<file path="config.mk">
export PLATFORM = sky130hd
export DESIGN_NAME = udp_frame_tx
export DESIGN_NICKNAME = d
export VERILOG_FILES = /design/src/rtl/udp_frame_tx.sv
export SDC_FILE = /design/constraint.sdc
export NUM_CORES = 1
export LEC_CHECK = 0
export CAP_MARGIN = 20
export CORE_UTILIZATION = 38
export CTS_BUF_LIST = sky130_fd_sc_hd__clkbuf_4
export CTS_CLUSTER_DIAMETER = 60
export DETAILED_ROUTE_END_ITERATION = 8
export PLACE_DENSITY_LB_ADDON = 0.25
export SLEW_MARGIN = 20
export SYNTH_ARGS = -nofsm -noshare
export SYNTH_HDL_FRONTEND = slang
export SYNTH_SLANG_ARGS = --single-unit
export TNS_END_PERCENT = 50
</file>
<file path="constraint.sdc">
create_clock -name clk -period 2.7 [get_ports clk]
set_clock_uncertainty 0.05 [all_clocks]
set_input_delay 0.54 -clock clk [delete_from_list [all_inputs] [get_ports clk]]
set_output_delay 0.54 -clock clk [all_outputs]
set_load 0.02 [all_outputs]
</file>
<file path="src/rtl/udp_frame_tx.sv">
// udp_frame_tx: reads one released half of the ping-pong pre-buffer RAM and
// streams it as a framed packet of 16-bit words: {seq, len, payload[0..len-1]}.
// Ports:
//   clk, nRST               clock, asynchronous active-low reset
//   udp_start               start request (rising edge detected)
//   ping_pong, length       writer bank bit and payload length, sampled at start
//   ram_rden, ram_rdaddr    RAM read request {bank, index}
//   ram_q                   RAM read data, RAM_LAT cycles after ram_rden
//   tx_data/valid/ready     output stream with tx_sop on header word 0,
//   tx_sop, tx_eop          tx_eop on the last payload word
//   udp_busy                bank interlock back to the writer, covers the gap
//   err                     sticky: bad length or start while not idle
module udp_frame_tx #(
  parameter int unsigned RAM_LAT = 2,
  parameter int unsigned MAX_LEN = 1024,
  parameter int unsigned GAP     = 4
) (
  input  logic        clk,
  input  logic        nRST,
  input  logic        udp_start,
  input  logic        ping_pong,
  input  logic [15:0] length,
  output logic        ram_rden,
  output logic [10:0] ram_rdaddr,
  input  logic [15:0] ram_q,
  output logic [15:0] tx_data,
  output logic        tx_valid,
  input  logic        tx_ready,
  output logic        tx_sop,
  output logic        tx_eop,
  output logic        udp_busy,
  output logic        err
);

  localparam int unsigned DW = 16;
  localparam int unsigned IW = 10;
  localparam int unsigned LW = 11;
  localparam int unsigned FD = 4;
  localparam int unsigned CW = 3;
  localparam int unsigned PW = 2;
  localparam int unsigned PL = RAM_LAT;
  localparam int unsigned GW = (GAP > 1) ? $clog2(GAP) : 1;
  localparam bit          NO_GAP = (GAP == 0);

  localparam logic [2:0] S_IDLE = 3'd0;
  localparam logic [2:0] S_HDR0 = 3'd1;
  localparam logic [2:0] S_HDR1 = 3'd2;
  localparam logic [2:0] S_PAY  = 3'd3;
  localparam logic [2:0] S_GAP  = 3'd4;

  logic [2:0]    state, state_d;
  logic          start_q;
  logic          bank, bank_d;
  logic [LW-1:0] len, len_d;
  logic [DW-1:0] seq, seq_d;
  logic [LW-1:0] rd_cnt, rd_cnt_d;
  logic [LW-1:0] ld_cnt, ld_cnt_d;
  logic [CW-1:0] credit, credit_d;
  logic [PL-1:0] rd_pipe, rd_pipe_d;
  logic [CW-1:0] fifo_cnt, fifo_cnt_d;
  logic [PW-1:0] wr_ptr, wr_ptr_d, rd_ptr, rd_ptr_d;
  logic [GW-1:0] gap_cnt, gap_cnt_d;
  logic [DW-1:0] fifo_mem [FD];

  logic          ram_rden_d;
  logic [10:0]   ram_rdaddr_d;
  logic [DW-1:0] tx_data_d;
  logic          tx_valid_d, tx_sop_d, tx_eop_d, udp_busy_d, err_d;

  logic          rise, q_valid, fifo_empty, src_avail, accept, out_free;
  logic          in_frame, issue, pay_load, push, pop, len_ok;
  logic [DW-1:0] src_data;

  // Datapath qualifiers: a payload word comes from the FIFO head, or straight
  // from ram_q when the FIFO is empty (bypass keeps reads back-to-back).
  always_comb begin
    rise       = udp_start & ~start_q;
    q_valid    = rd_pipe[PL-1];
    fifo_empty = (fifo_cnt == '0);
    src_avail  = ~fifo_empty | q_valid;
    src_data   = fifo_empty ? ram_q : fifo_mem[rd_ptr];
    accept     = tx_valid & tx_ready;
    out_free   = ~tx_valid | tx_ready;
    in_frame   = (state == S_HDR0) | (state == S_HDR1) | (state == S_PAY);
    // credit counts words issued but not yet moved to the output register
    issue      = in_frame & (rd_cnt < len) & (credit < CW'(FD));
    pay_load   = src_avail & (((state == S_HDR1) & accept) |
                              ((state == S_PAY) & out_free & ~(accept & tx_eop)));
    pop        = pay_load & ~fifo_empty;
    push       = q_valid & ~(pay_load & fifo_empty);
    len_ok     = (length != '0) && (length <= 16'(MAX_LEN));
  end

  // Next-state and registered-output logic
  always_comb begin
    state_d      = state;
    bank_d       = bank;
    len_d        = len;
    seq_d        = seq;
    rd_cnt_d     = rd_cnt;
    ld_cnt_d     = ld_cnt;
    gap_cnt_d    = gap_cnt;
    ram_rden_d   = issue;
    ram_rdaddr_d = ram_rdaddr;
    tx_data_d    = tx_data;
    tx_valid_d   = tx_valid;
    tx_sop_d     = tx_sop;
    tx_eop_d     = tx_eop;
    udp_busy_d   = udp_busy;
    err_d        = err;
    rd_pipe_d    = PL'({rd_pipe, ram_rden});

    credit_d = credit;
    case ({issue, pay_load})
      2'b10:   credit_d = credit + CW'(1);
      2'b01:   credit_d = credit - CW'(1);
      default: credit_d = credit;
    endcase

    fifo_cnt_d = fifo_cnt;
    case ({push, pop})
      2'b10:   fifo_cnt_d = fifo_cnt + CW'(1);
      2'b01:   fifo_cnt_d = fifo_cnt - CW'(1);
      default: fifo_cnt_d = fifo_cnt;
    endcase
    wr_ptr_d = push ? wr_ptr + PW'(1) : wr_ptr;
    rd_ptr_d = pop  ? rd_ptr + PW'(1) : rd_ptr;

    if (issue) begin
      rd_cnt_d     = rd_cnt + LW'(1);
      ram_rdaddr_d = {bank, rd_cnt[IW-1:0]};
    end

    if (pay_load) begin
      tx_valid_d = 1'b1;
      tx_data_d  = src_data;
      tx_sop_d   = 1'b0;
      tx_eop_d   = (ld_cnt == len - LW'(1));
      ld_cnt_d   = ld_cnt + LW'(1);
    end

    case (state)
      S_IDLE: begin
        if (rise) begin
          if (len_ok) begin
            bank_d     = ~ping_pong;
            len_d      = length[LW-1:0];
            rd_cnt_d   = '0;
            ld_cnt_d   = '0;
            udp_busy_d = 1'b1;
            tx_valid_d = 1'b1;
            tx_data_d  = seq;
            tx_sop_d   = 1'b1;
            tx_eop_d   = 1'b0;
            state_d    = S_HDR0;
          end else begin
            err_d = 1'b1;
          end
        end
      end
      S_HDR0: begin
        if (accept) begin
          tx_data_d = DW'(len);
          tx_sop_d  = 1'b0;
          state_d   = S_HDR1;
        end
      end
      S_HDR1: begin
        if (accept) begin
          state_d = S_PAY;
          if (!pay_load) tx_valid_d = 1'b0;
        end
      end
      S_PAY: begin
        if (accept && tx_eop) begin
          tx_valid_d = 1'b0;
          tx_eop_d   = 1'b0;
          seq_d      = seq + DW'(1);
          gap_cnt_d  = '0;
          if (NO_GAP) begin
            udp_busy_d = 1'b0;
            state_d    = S_IDLE;
          end else begin
            state_d = S_GAP;
          end
        end else if (out_free && !pay_load) begin
          tx_valid_d = 1'b0;
        end
      end
      S_GAP: begin
        if (gap_cnt == GW'(GAP - 1)) begin
          udp_busy_d = 1'b0;
          state_d    = S_IDLE;
        end else begin
          gap_cnt_d = gap_cnt + GW'(1);
        end
      end
      default: state_d = S_IDLE;
    endcase

    if (rise && (state != S_IDLE)) err_d = 1'b1;
  end

  // State and output registers
  always_ff @(posedge clk or negedge nRST) begin
    if (!nRST) begin
      state      <= S_IDLE;
      start_q    <= 1'b0;
      bank       <= 1'b0;
      len        <= '0;
      seq        <= '0;
      rd_cnt     <= '0;
      ld_cnt     <= '0;
      credit     <= '0;
      rd_pipe    <= '0;
      fifo_cnt   <= '0;
      wr_ptr     <= '0;
      rd_ptr     <= '0;
      gap_cnt    <= '0;
      ram_rden   <= 1'b0;
      ram_rdaddr <= '0;
      tx_data    <= '0;
      tx_valid   <= 1'b0;
      tx_sop     <= 1'b0;
      tx_eop     <= 1'b0;
      udp_busy   <= 1'b0;
      err        <= 1'b0;
    end else begin
      state      <= state_d;
      start_q    <= udp_start;
      bank       <= bank_d;
      len        <= len_d;
      seq        <= seq_d;
      rd_cnt     <= rd_cnt_d;
      ld_cnt     <= ld_cnt_d;
      credit     <= credit_d;
      rd_pipe    <= rd_pipe_d;
      fifo_cnt   <= fifo_cnt_d;
      wr_ptr     <= wr_ptr_d;
      rd_ptr     <= rd_ptr_d;
      gap_cnt    <= gap_cnt_d;
      ram_rden   <= ram_rden_d;
      ram_rdaddr <= ram_rdaddr_d;
      tx_data    <= tx_data_d;
      tx_valid   <= tx_valid_d;
      tx_sop     <= tx_sop_d;
      tx_eop     <= tx_eop_d;
      udp_busy   <= udp_busy_d;
      err        <= err_d;
    end
  end

  // Prefetch storage; contents are don't-care while empty so no reset
  always_ff @(posedge clk) begin
    if (push) fifo_mem[wr_ptr] <= ram_q;
  end

endmodule

</file>
-- Yosys cells after proc, flatten, opt, wreduce, memory -nomap -nowiden
Memory sizes are Yosys's and may differ from the RTL's.
Index checks and enable logic that the tools add are counted.
- memories: 1
- RAM bits: 64
- input port bits: 37
- bits in registers: 101
- $add $sub $neg: 11
- equal/unequal tests: 18
- order comparisons: 3
- muxes and demuxes: 54
- bitwise operators: 23
- reductions and logical operators: 21
- memory list (name ; depth ; width ; read ports ; clocked after Yosys merged registers in ; write ports ; line ; text):
    fifo_mem ; 4 ; 16 ; 1 ; 0 ; 1 ; 63 ; logic [DW-1:0] fifo_mem [FD];
- operators by type and width (operator ; number):
    11-bit two-way mux ; 8
    16-bit two-way mux ; 5
    16-bit one-hot mux with 2 select lines ; 1
    1-bit two-way mux ; 24
    11-bit by 1-bit adder with 11-bit output (second input constant) ; 2
    3-bit two-way mux ; 6
    16-bit by 1-bit adder with 16-bit output (second input constant) ; 1
    16-bit by 11-bit less-or-equal comparator with 1-bit output (second input constant) ; 1
    16-bit nonzero test ; 1
    3-bit one-hot mux with 5 select lines ; 1
    1-bit AND ; 12
    2-bit inequality test (second input constant) ; 6
    3-bit one-hot mux with 2 select lines ; 2
    2-bit nonzero test ; 6
    11-bit == test ; 1
    11-bit less-than comparator ; 1
    11-bit by 1-bit subtractor with 11-bit output (second input constant) ; 1
    3-bit AND reduction ; 3
    2-bit by 1-bit adder with 2-bit output (second input constant) ; 3
    3-bit by 1-bit adder with 3-bit output (second input constant) ; 2
    2-bit == test (second input constant) ; 3
    3-bit by 2-bit == test with 1-bit output (second input constant) ; 2
    3-bit zero test ; 2
    1-bit NOT ; 6
    other kinds (17) ; 30

-- Depth between registers and ports, before layout
- depth in word-level cells: 11
- mapped depth: 14
- mapped depth without buffers: 13

-- Worst setup path before layout
Ideal clock, no wire load.
- path type: register to register
- from: register len[5]
- to: register credit[2]
- arrival: 2.729 ns
- library setup time: 0.079 ns
- stages on the path, launching flop included: 15
- required time: 2.571 ns
- path slack: -0.158 ns
- path through: dfrtp_1 > inv_1 > ha_1 > and3_1 > a221o_1 > a31oi_2 > o21a_4 > inv_2 > clkbuf_1 > ha_1 > inv_1 > fa_1 > xor2_1 > nor2_1 > xor2_1
- longest elaborated chain between the ends: 5
- elaborated cells on any way between the ends: 7
- those cells by class: 1 x order compare; 2 x eq/ne; 1 x mux; 2 x bitwise; 1 x reduce/logical
- ends and longest elaborated chain (what ; line ; text):
    from (decl) ; 54 ; logic [LW-1:0] len, len_d;
    from (signal assigned) ; 232 ; len <= len_d;
    11-bit less-than comparator * ; 86 ; issue = in_frame & (rd_cnt < len) & (credit < CW'(FD));
    1-bit AND * (2 in a row) ; 86 ;
    2-bit by 1-bit == test with 1-bit output / 2-bit == test (equally long branches) ; 114 ; case ({issue, pay_load})
    3-bit one-hot mux with 2 select lines / 2-bit nonzero test (equally long branches) ; - ;
    to (signal assigned) ; 236 ; credit <= credit_d;
    to (decl) ; 58 ; logic [CW-1:0] credit, credit_d;
Every way passes the cells marked *; elsewhere a longest branch is shown, timed or not.
A chain may end at the register's enable or synchronous reset.

-- Worst setup path in the final report
- from: register len[5]
- to: register rd_cnt[5]
- longest elaborated chain between the ends: 7
- ends and longest elaborated chain (what ; line ; text):
    11-bit less-than comparator * ; 86 ;
    1-bit AND * (2 in a row) ; 86 ;
    11-bit two-way mux * ; 129 ; if (issue) begin
    11-bit two-way mux ; 145 ; if (len_ok) begin
    11-bit two-way mux ; 144 ; if (rise) begin
    11-bit two-way mux * ; 142 ; case (state)
    net rd_cnt_d[5] ; 56 ; logic [LW-1:0] rd_cnt, rd_cnt_d;
    to (signal assigned) ; 234 ; rd_cnt <= rd_cnt_d;
    to (decl) ; 56 ;
The timed path passes the listed nets; every way through them passes the cells marked *.

==> run summary <==
via count - 5353
Sink Count - 165
crit share post-route - 97.4%
CTS root buffer - clkbuf_4
largest net degree at the start of global routing - 48
sequential area share after synthesis - 58.5%
Hold EP - rd_pipe[1]$_DFF_PN0_
post-synth design cell area - 0.00760 mm2
routed wire length per instance - 16.5 um
share of post-route cells with drive strength above 1 - 17.3%
I/O Pins - 70
vias in the first global route - 5444
# port buffers - 69
sum of negative setup slack - 0 ns
initial antenna violation count - 1
die area - 0.0206 mm2
total global routing overflow - 0
GP Congestion - 0.849
beginning of the worst hold path - rd_pipe[0]$_DFF_PN0_
Final HPWL DP - 12500 um
Critical Path Start - len[5]$_DFFE_PN0P_
R2R cell count - 10
leading area contributor after synthesis - dfrtp_1
die height - 143 um
Critical R2R Capture - rd_cnt[5]$_DFF_PN0_
# setup viols final - 0
Die W - 143 um
routed wire length - 17300 um
Cells on Worst Hold Path - 0
P_int - 3.55 mW
Max-Cap Viols - 0
Synth Area in Compound Gates - 9.09%
Gate power share - 16.2%
fin crit period - 2.63 ns
Sw Share - 30.2%
vias per inst - 5.10
Worst Hold Class - reg -> reg
share of total power in the clock network - 28.3%
switching power - 1.53 mW
CTS buffer count - 17
mux contribution to synthesized area - 5.98%
fin nets - 831
Worst slew margin - 57.0%
top cells by area, synth - dfrtp_1 33%, edfxtp_1 25%, nand2_1 5.1%
Critical Path Max Stage Delay - 0.50 ns
proportion of netlist area held by the largest area contributor - 33.3%
post-route setup slack - 0.0701 ns
clock tree buffer depth - 2
FFs w/ async S/R, synth - 61.2%
Top FF cell, synth - dfrtp_1
Synth Area in Adders - 3.98%
Iter 0 DRT Violations - 364
Mapped Cells - 651
all-layer global routing usage - 18.2%
CTS tree - done
initial core utilization - 38.9%
final std cells w/o fill - 1050
most common cell after layout, fill and taps aside - nand2_1
Slowest cell on crit path - or4_1
core area - 0.0195 mm2
Max Slew Vio Count - 0
final hold vios - 0
Pwr Density - 541 mW/mm2
CP endpoint kind - flop
maximum vdd drop - 211 uV
Worst Path Arrival - 3.10 ns
first-pass GRT wire length - 28200 um
number of synthesized flops with an enable pin - 64
Post-Synth Simple-Gate Area - 13.7%
largest family of logic cells by synthesized area - simple AND/OR/NAND/NOR gates
Syn. warnings - 0
Layout Area Growth over Synthesis - 23.5%
DRC violations left - 0
critical path cell sequence - inv_2 > ha_4 > a21o_1 > a221o_1 > a31oi_4 > o21a_4 > clkinv_8 > buf_4 > or4_1 > a21oi_1
sequential power share - 55.5%
Post-DRT Antenna Nets - 0
Mapped Nets - 711
Worst-Margin Slew - 0.644 ns
Reg2Reg Launch Point - len[5]$_DFFE_PN0P_
Yosys cell types - 54
drt pass-1 iters - 4
Worst R2R Setup Slack - 0.07 ns
H-tree Lvls - 4
hold slack - 0.327 ns
Cells after DPL - 1013
Leakage - 3.79 nW
XOR/XNOR Fraction of Synth Area - 5.65%
WP data required - 3.17 ns
Worst-Skew Late Latency - 0.57 ns
clk slew on worst S/H paths - 0.16 ns
worst setup path class - reg -> reg
most frequent cells in the layout - 104 x nand2_1, 100 x dfrtp_1, 68 x clkdlybuf4s50_1
status - completed
Yosys reg bits - 165
dpl ws - -0.133 ns
Rows - 51
fmax - 380 MHz
worst-path maximum fanout - 12
CP Launch Type - flop
syn_area_per_cell - 11.7 um2
==> layer usage <==
layer / global-route usage [%] / wire (um) / up-vias
met3: 3.33 / 584 / 9
met2: 30.3 / 8670 / 93
met1: 24.5 / 7930 / 2684
met4: 5.04 / 138 / 0
met5: 0 / 0 / -
li1: - / - / 2567
==> synth_stat cells, types with 3 or more instances <==
cell / instances
a21o_1: 5
a21oi_1: 8
a22oi_1: 11
and2_1: 5
and3_1: 6
and4_1: 4
buf_2: 3
clkbuf_1: 24
dfrtp_1: 101
edfxtp_1: 64
ha_1: 21
inv_1: 26
mux2_2: 3
mux2i_1: 6
mux4_2: 16
nand2_1: 104
nand3_1: 14
nand3b_1: 5
nand4_1: 15
nor2_1: 34
nor2b_1: 3
nor3_1: 9
nor4_1: 6
o2111ai_1: 5
o21ai_0: 52
o22ai_1: 11
or3_1: 7
xnor2_1: 29
xor2_1: 20
==> cell families after synthesis <==
kind of cell | after synthesis
AND/OR/NAND/NOR | 221
flip-flops | 165
AO/OA/AOI/OAI | 110
buffers and inverters | 58
XOR/XNOR | 49
multiplexers | 25
adder cells (fa/ha/maj) | 23
==> final cells by class <==
type	count	area, um2
sequential	165	4450
multi-input combinational	428	3000
inverter	27	114
tap	265	332
clock inverter	14	154
fill	1800	10100
timing repair buffer	132	1200
clock buffer	18	135
antenna	1	2.50
==> flip-flops by register name, summed over array words and instances, names as in the netlist, 2 cells and up <==
register and flops:
state 3, rd_ptr 2, tx_data 16, fifo_cnt 3
seq 16, fifo_mem 64, wr_ptr 2, ld_cnt 11
ram_rdaddr 11, rd_pipe 2, gap_cnt 2, credit 3
len 11, rd_cnt 11
==> per-stage QoR <==
stage	util, %	area (um2)	power, mW
2_1_floorplan	-	7610	3.21
3_3_place_gp	46.0	8980	3.63
3_5_place_dp	46.0	8980	3.65
4_1_cts	47.6	9290	5.09
5_1_grt	48.1	9390	5.34
6_report	48.1	9390	5.08
==> repair_timing <==
| action | in CTS | in global routing |
|---|---|---|
| resized for setup | 2 | 14 |
| endpoints found under the hold margin | 44 | 0 |
| pin swaps | 0 | 5 |
| hold buffers | 1 | 0 |
| setup endpoints to repair | 1 | 3 |
| setup buffers | 0 | 3 |
==> critical path, delay by kind of cell (launching register included) <==
| kind | cells | cell delay (ns) |
|---|---|---|
| fa+ha+maj | 1 | 0.21 |
| simple gates | 1 | 0.50 |
| flops | 1 | 0.42 |
| buf+inv | 3 | 0.34 |
| compound gates | 5 | 1.08 |
==> power by group through the flow <==
stage / clock, mW / combinational (mW) / sequential (mW)
final: 1.44 / 0.823 / 2.82
after global routing: 1.59 / 0.908 / 2.83
after CTS: 1.48 / 0.792 / 2.82
after detailed placement: 0 / 0.785 / 2.87
after global placement: 0 / 0.764 / 2.86
after floorplan: 0 / 0.298 / 2.92
==> worst max path at each step <==
stage	endpoint	slack, ns	cells past startpoint
2_1_floorplan	credit[2]$_DFFE_PN0P_	0.009	14
3_3_place_gp	fifo_cnt[2]$_DFFE_PN0P_	-0.02	11
3_5_place_dp	fifo_cnt[2]$_DFFE_PN0P_	-0.13	11
4_1_cts	credit[2]$_DFFE_PN0P_	0.02	13
5_1_grt	rd_cnt[5]$_DFF_PN0_	-0.02	10
6_report	rd_cnt[5]$_DFF_PN0_	0.07	10
Power figures use the tool's default switching activity.
